### src/rtl/qbus_pkg.sv
// qbus_pkg: shared arbiter state encoding, default sizing and index helper.
package qbus_pkg;
  typedef enum logic [1:0] {IDLE, REQ, GRANT, OWN} state_e;
  localparam int NDEV_DEF = 4;
  localparam int TMO_DEF = 640;
  function automatic logic [2:0] oh2idx(input logic [7:0] oh);
    oh2idx = '0;
    for (int i = 0; i < 8; i++) if (oh[i]) oh2idx = 3'(i);
  endfunction
endpackage

### src/rtl/qbus_dma_arb_if.sv
// qbus_dma_arb_if: Q-bus DMA request/grant/acknowledge signal bundle.
interface qbus_dma_arb_if #(parameter int NDEV = qbus_pkg::NDEV_DEF);
  logic [NDEV-1:0] dev_dmr_n;
  logic [NDEV-1:0] dev_sack_n;
  logic [NDEV-1:0] dev_dmg_n;
  logic [NDEV-1:0] bus_own;
  logic pin_dmr_n;
  logic pin_dmgo_n;
  logic pin_sack_n;
  logic tmo_err;
  modport master(input dev_dmr_n, dev_sack_n, pin_dmgo_n, output dev_dmg_n, bus_own, pin_dmr_n, pin_sack_n, tmo_err);
  modport slave(output dev_dmr_n, dev_sack_n, pin_dmgo_n, input dev_dmg_n, bus_own, pin_dmr_n, pin_sack_n, tmo_err);
endinterface

### src/rtl/qbus_rr_pick.sv
// qbus_rr_pick: combinational round-robin pick of the first request at or after ptr_i.
module qbus_rr_pick import qbus_pkg::*; #(
  parameter int NDEV = NDEV_DEF
) (
  input  logic [NDEV-1:0]         req_i,
  input  logic [$clog2(NDEV)-1:0] ptr_i,
  output logic [NDEV-1:0]         win_o,
  output logic                    valid_o
);
  localparam int IW = $clog2(NDEV);
  assign valid_o = |req_i;
  always_comb begin
    win_o = '0;
    // scan farthest offset first so the nearest request overwrites
    for (int i = NDEV - 1; i >= 0; i--)
      if (req_i[IW'((int'(ptr_i) + i) % NDEV)]) win_o = NDEV'(1) << ((int'(ptr_i) + i) % NDEV);
  end
endmodule

### src/rtl/qbus_dma_arb.sv
// qbus_dma_arb: round-robin Q-bus DMA arbiter with grant timeout, all outputs registered.
module qbus_dma_arb import qbus_pkg::*; #(
  parameter int NDEV = NDEV_DEF,
  parameter int TMO  = TMO_DEF
) (
  input logic             pin_clk,
  input logic             pin_rst,
  qbus_dma_arb_if.master  bus
);
  localparam int IW = $clog2(NDEV);
  localparam int TW = $clog2(TMO);
  localparam logic [TW-1:0] TLAST = TW'(TMO - 1);
  localparam logic [IW-1:0] WLAST = IW'(NDEV - 1);
  state_e state_q, state_d;
  logic [IW-1:0] w_q, w_d, rr_q, rr_d, w_inc;
  logic [TW-1:0] timer_q, timer_d;
  logic [NDEV-1:0] win, dmg_n_q, dmg_n_d, own_q, own_d;
  logic valid, dmr_n_q, dmr_n_d, sack_n_q, sack_n_d, tmo_q, tmo_d;
  qbus_rr_pick #(.NDEV(NDEV)) u_pick (
    .req_i  (~bus.dev_dmr_n),
    .ptr_i  (rr_q),
    .win_o  (win),
    .valid_o(valid)
  );
  assign w_inc = (w_q == WLAST) ? '0 : w_q + 1'b1;
  always_comb begin
    state_d = state_q;
    w_d = w_q;
    rr_d = rr_q;
    timer_d = timer_q;
    tmo_d = 1'b0;
    case (state_q)
      IDLE: if (valid) begin
        state_d = REQ;
        w_d = IW'(oh2idx(8'(win)));
      end
      REQ: if (!bus.pin_dmgo_n) begin
        state_d = GRANT;
        timer_d = '0;
      end else if (bus.dev_dmr_n[w_q]) state_d = IDLE;
      GRANT: begin
        timer_d = (timer_q == TLAST) ? timer_q : timer_q + 1'b1;
        if (!bus.dev_sack_n[w_q]) state_d = OWN;
        else if (timer_q == TLAST) begin
          state_d = IDLE;
          tmo_d = 1'b1;
          rr_d = w_inc;
        end else if (bus.dev_dmr_n[w_q]) begin
          state_d = IDLE;
          rr_d = w_inc;
        end
      end
      OWN: if (bus.dev_sack_n[w_q]) begin
        state_d = IDLE;
        rr_d = w_inc;
      end
    endcase
    // outputs are a pure function of the next state so they register cleanly
    dmr_n_d = !(state_d == REQ || state_d == GRANT);
    dmg_n_d = (state_d == GRANT) ? ~(NDEV'(1) << w_d) : '1;
    own_d = (state_d == OWN) ? NDEV'(1) << w_d : '0;
    sack_n_d = state_d != OWN;
  end
  always_ff @(posedge pin_clk) begin
    if (pin_rst) begin
      state_q <= IDLE;
      w_q <= '0;
      rr_q <= '0;
      timer_q <= '0;
      dmg_n_q <= '1;
      own_q <= '0;
      dmr_n_q <= 1'b1;
      sack_n_q <= 1'b1;
      tmo_q <= 1'b0;
    end else begin
      state_q <= state_d;
      w_q <= w_d;
      rr_q <= rr_d;
      timer_q <= timer_d;
      dmg_n_q <= dmg_n_d;
      own_q <= own_d;
      dmr_n_q <= dmr_n_d;
      sack_n_q <= sack_n_d;
      tmo_q <= tmo_d;
    end
  end
  assign bus.dev_dmg_n = dmg_n_q;
  assign bus.bus_own = own_q;
  assign bus.pin_dmr_n = dmr_n_q;
  assign bus.pin_sack_n = sack_n_q;
  assign bus.tmo_err = tmo_q;
endmodule

### src/flat_wrapper.sv
// flat-port wrapper written by rule: the top's interface ports become plain ports
module qbus_dma_arb_flat import qbus_pkg::*;
#(
  parameter int NDEV = NDEV_DEF,
  parameter int TMO  = TMO_DEF
)
  (pin_clk, pin_rst, bus_dev_dmr_n, bus_dev_sack_n, bus_pin_dmgo_n, bus_dev_dmg_n, bus_bus_own, bus_pin_dmr_n, bus_pin_sack_n, bus_tmo_err);
  qbus_dma_arb_if #(.NDEV(NDEV)) bus_i ();
  input logic pin_clk;
  input logic pin_rst;
  input wire logic [$bits(bus_i.dev_dmr_n)-1:0] bus_dev_dmr_n;
  input wire logic [$bits(bus_i.dev_sack_n)-1:0] bus_dev_sack_n;
  input wire logic [$bits(bus_i.pin_dmgo_n)-1:0] bus_pin_dmgo_n;
  output wire logic [$bits(bus_i.dev_dmg_n)-1:0] bus_dev_dmg_n;
  output wire logic [$bits(bus_i.bus_own)-1:0] bus_bus_own;
  output wire logic [$bits(bus_i.pin_dmr_n)-1:0] bus_pin_dmr_n;
  output wire logic [$bits(bus_i.pin_sack_n)-1:0] bus_pin_sack_n;
  output wire logic [$bits(bus_i.tmo_err)-1:0] bus_tmo_err;
  assign bus_i.dev_dmr_n = bus_dev_dmr_n;
  assign bus_i.dev_sack_n = bus_dev_sack_n;
  assign bus_i.pin_dmgo_n = bus_pin_dmgo_n;
  assign bus_dev_dmg_n = bus_i.dev_dmg_n;
  assign bus_bus_own = bus_i.bus_own;
  assign bus_pin_dmr_n = bus_i.pin_dmr_n;
  assign bus_pin_sack_n = bus_i.pin_sack_n;
  assign bus_tmo_err = bus_i.tmo_err;
  qbus_dma_arb #(.NDEV(NDEV), .TMO(TMO)) u_core (.pin_clk(pin_clk), .pin_rst(pin_rst), .bus(bus_i));
endmodule
### config.mk
export PLATFORM = sky130hd
export DESIGN_NAME = qbus_dma_arb_flat
export DESIGN_NICKNAME = d
export VERILOG_FILES = /design/src/rtl/qbus_pkg.sv /design/src/rtl/qbus_dma_arb_if.sv /design/src/rtl/qbus_rr_pick.sv /design/src/rtl/qbus_dma_arb.sv /design/src/flat_wrapper.sv
export SDC_FILE = /design/constraint.sdc
export NUM_CORES = 1
export LEC_CHECK = 0
export ABC_AREA = 1
export BUFFER_PORTS_ARGS = -buffer_cell sky130_fd_sc_hd__buf_2
export CORE_ASPECT_RATIO = 0.75
export CORE_MARGIN = 2
export CORE_UTILIZATION = 50
export CTS_BUF_LIST = sky130_fd_sc_hd__clkbuf_8
export DETAILED_ROUTE_END_ITERATION = 16
export PLACE_DENSITY = 0.71
export SLEW_MARGIN = 20
export SYNTH_ARGS = -nofsm -noshare
export SYNTH_HDL_FRONTEND = slang
export SYNTH_SLANG_ARGS = --single-unit
### constraint.sdc
create_clock -name pin_clk -period 5.4 [get_ports pin_clk]
set_input_delay 0.27 -clock pin_clk [delete_from_list [all_inputs] [get_ports pin_clk]]
set_output_delay 0.27 -clock pin_clk [all_outputs]
set_load 0.1 [all_outputs]
==> results.toml <==
[detailed_routing]
vias = 1459
viasPerCell = 5.07
drtAntennaViolNets = 0
drt_pass1_iterations = 4
drc = 0
route.met3.wl_um = 235
drt_iter0_markers = 79
dr.max_layer_used = "met4"
wl_per_cell_um = 11.4
wl_met2_mm = 1.11
wl_mm = 3.28
wl_met1_mm = 1.90

[power]
comb_power_share_pct = 46.3
irDropWorstVdd_mv = 0.150
power_density_nw_per_um2 = 361
power.internal_mw = 0.360
clockPowerShare_pct = 17.3
p_sw_share_pct = 45.3
total_power_mw = 0.657
switchingPower_mw = 0.297
pwr-share-seq_pct = 36.4
total_leakage_power_nw = 0.792

[grt]
grt_pass1_wl_mm = 6.00
grt-ovfl-total = 0
antenna_found_initial = 0
grtUsageTotal_pct = 20.6
grt_max_degree = 17
first_global_vias = 1303

[sta]
setup_ws_ns = 3.30
slew_violations = 0
worst_slew_pin_slew_ns = 0.488
slew_headroom_pct = 67.7
hold_violations = 0
hold_slack_ns = 0.302
totalNegativeSetupSlack_ns = 0
post-route-min-period_ns = 2.10
rsz0062_at_grt = "no"
finClkSkew_ns = 0.00223
setup_viol_count_final = 0
finalCritPeriodShare_pct = 38.8
max_freq_mhz = 477

[synth]
ys_ff_latch = 27
syn_nets = 249
ys_warn_count = 0
synth.distinct_cells = 28
syn_inst = 226
syn_area_per_cell_um2 = 7.17
syn_area_um2 = 1620
ys_seq_area_share_pct = 33.4

[critical_path]
reg2reg_slack_ns = 3.30
reg2reg_depth = 14
startpoint = "u_core.rr_q[0]$_SDFFE_PP0P_"
crit_end = "u_core.bus.dev_dmg_n[3]$_SDFF_PP1_"
crit_type = "reg -> reg"
worstReg2RegEnd = "u_core.bus.dev_dmg_n[3]$_SDFF_PP1_"
end_kind = "register"
r2r_start = "u_core.rr_q[0]$_SDFFE_PP0P_"
worst_ep_arrival_time_ns = 2.24
cp-start-kind = "register"
required_ns = 5.54
crit_path_max_fanout = 9

[die]
rows = 17
die_h_um = 53.3
core_um2 = 3020
die_area_um2 = 3720
start_util_pct = 53.6
io_pins = 22
dieWidth_um = 69.7

[clock_network]
tritoncts = "yes"
cts-root-buf = "clkbuf_8"
cts.repair.resized = 0
cts_buffer_depth = 2
clk_pin_slew_ns = 0.09
cts_setup_buffers = 0
insertion_delay_ns = 0.27
cts_buffers = 3
h-tree-depth = 1
hold_buffers = 0
cts.sinks = 27

[layout]
stdcell_area_um2 = 1820
diodes = 0
final_common_cell = "nand2_1"
nFillCells = 297
drive_gt1_share_pct = 21.2
fin_cells = 288
final_core_util_pct = 60.2
layout_common_cells = "51 x nand2_1, 27 x inv_1, 27 x dfxtp_1"
num-nets-final = 274
syn2layout_area_growth_pct = 12.2

[placed_design]
port_buffers = 21
post_dp_cell_area_um2 = 1770
place_inst = 284
dp_slack_ns = 3.28
dp_hpwl_mm = 2.67
gp_congestion = 0.860

[hold_path]
hp-class = "in -> reg"

[job]
cap_viol_max_count = 0

[outcome]
outcome = "finished, final reports clean"
worst max-delay path, cell delays in order, from the launching register on:
cell and delay, ns:
dfxtp_1 0.53, inv_2 0.17, ha_1 0.37, inv_1 0.10
nand3_1 0.10, nand2_2 0.09, nand2_1 0.06, nand2_1 0.05
nand3_1 0.06, nand2_1 0.07, nand2_2 0.06, nand2_2 0.08
nand2_4 0.07, inv_2 0.07, nand4_1 0.09
Yosys cell counts:
library cell,number,area (µm²)
a31oi_1,1,6.26
a32o_1,1,10.0
a211oi_1,2,15.0
nand3_1,20,100
nand2_1,51,191
nor3_1,7,35.0
o21ai_4,1,16.3
dfxtp_1,27,541
a21oi_4,1,16.3
a21boi_4,1,18.8
inv_2,4,15.0
nand3_2,3,30.0
nand2_4,3,33.8
a31o_2,1,8.76
nor3_2,1,10.0
nand2_2,9,56.3
clkbuf_1,1,3.75
nor2_2,2,12.5
inv_1,27,101
nor2_1,19,71.3
nor4_1,2,12.5
a21oi_1,16,80.1
or2_2,1,6.26
o21ai_0,3,15.0
a21oi_2,1,8.76
o21ai_1,1,5.00
nand4_1,8,50.1
ha_1,12,150
per-layer routing:
| metal | track usage (%) | vias to the layer above |
|---|---|---|
| met4 | 3.85 | 0 |
| li1 | - | 796 |
| met3 | 4.95 | 4 |
| met2 | 27.1 | 47 |
| met1 | 32.8 | 612 |
| met5 | 0 | - |
layout make-up:
| cell class | count | area (µm²) | area share [%] |
|---|---|---|---|
| clock inverter | 1 | 7.51 | 0.413 |
| tap | 38 | 47.5 | 2.62 |
| clock buffer | 3 | 41.3 | 2.27 |
| timing repair buffer | 21 | 105 | 5.78 |
| inverter | 31 | 116 | 6.40 |
| multi-input combinational | 167 | 960 | 52.8 |
| sequential | 27 | 541 | 29.7 |
registers in the layout, summed over array words and instances, names as in the netlist:
signal / cells
u_core.w_q: 2
u_core.timer_q: 10
u_core.bus.tmo_err: 1
u_core.bus.dev_dmg_n: 4
u_core.bus.pin_sack_n: 1
u_core.state_q: 2
u_core.bus.bus_own: 4
u_core.bus.pin_dmr_n: 1
u_core.rr_q: 2
power groups by stage:
stage / Combinational, mW / Sequential (mW) / Clock, mW
final: 0.304 / 0.239 / 0.113
after detailed placement: 0.304 / 0.244 / 0
after global placement: 0.304 / 0.244 / 0
after global routing: 0.342 / 0.243 / 0.129
after CTS: 0.305 / 0.239 / 0.119
after floorplan: 0.197 / 0.296 / 0
how the worst min path moves through the flow:
| stage | endpoint | from | cells after the start |
|---|---|---|---|
| 6_report | u_core.timer_q[7]$_SDFFE_PP0P_ | pin_rst | 2 |
| 5_1_grt | u_core.w_q[1]$_SDFF_PP0_ | pin_rst | 2 |
| 4_1_cts | u_core.w_q[1]$_SDFF_PP0_ | pin_rst | 2 |
| 3_5_place_dp | u_core.bus.tmo_err$_SDFF_PP0_ | u_core.state_q[0]$_SDFF_PP0_ | 1 |
| 3_3_place_gp | u_core.timer_q[6]$_SDFFE_PP0P_ | u_core.timer_q[6]$_SDFFE_PP0P_ | 2 |
| 2_1_floorplan | u_core.state_q[0]$_SDFF_PP0_ | pin_rst | 3 |
cells by family (layout without fill, tap and decap cells):
| logic type | Yosys count | count (layout) | synth area share, % |
|---|---|---|---|
| AOI/OAI and AO/OA | 29 | 29 | 12.4 |
| adders and majority gates | 12 | 12 | 9.27 |
| buffers and inverters | 32 | 56 | 7.41 |
| DFF | 27 | 27 | 33.4 |
| and+or+nand+nor | 126 | 126 | 37.6 |
Power figures use the tool's default switching activity.
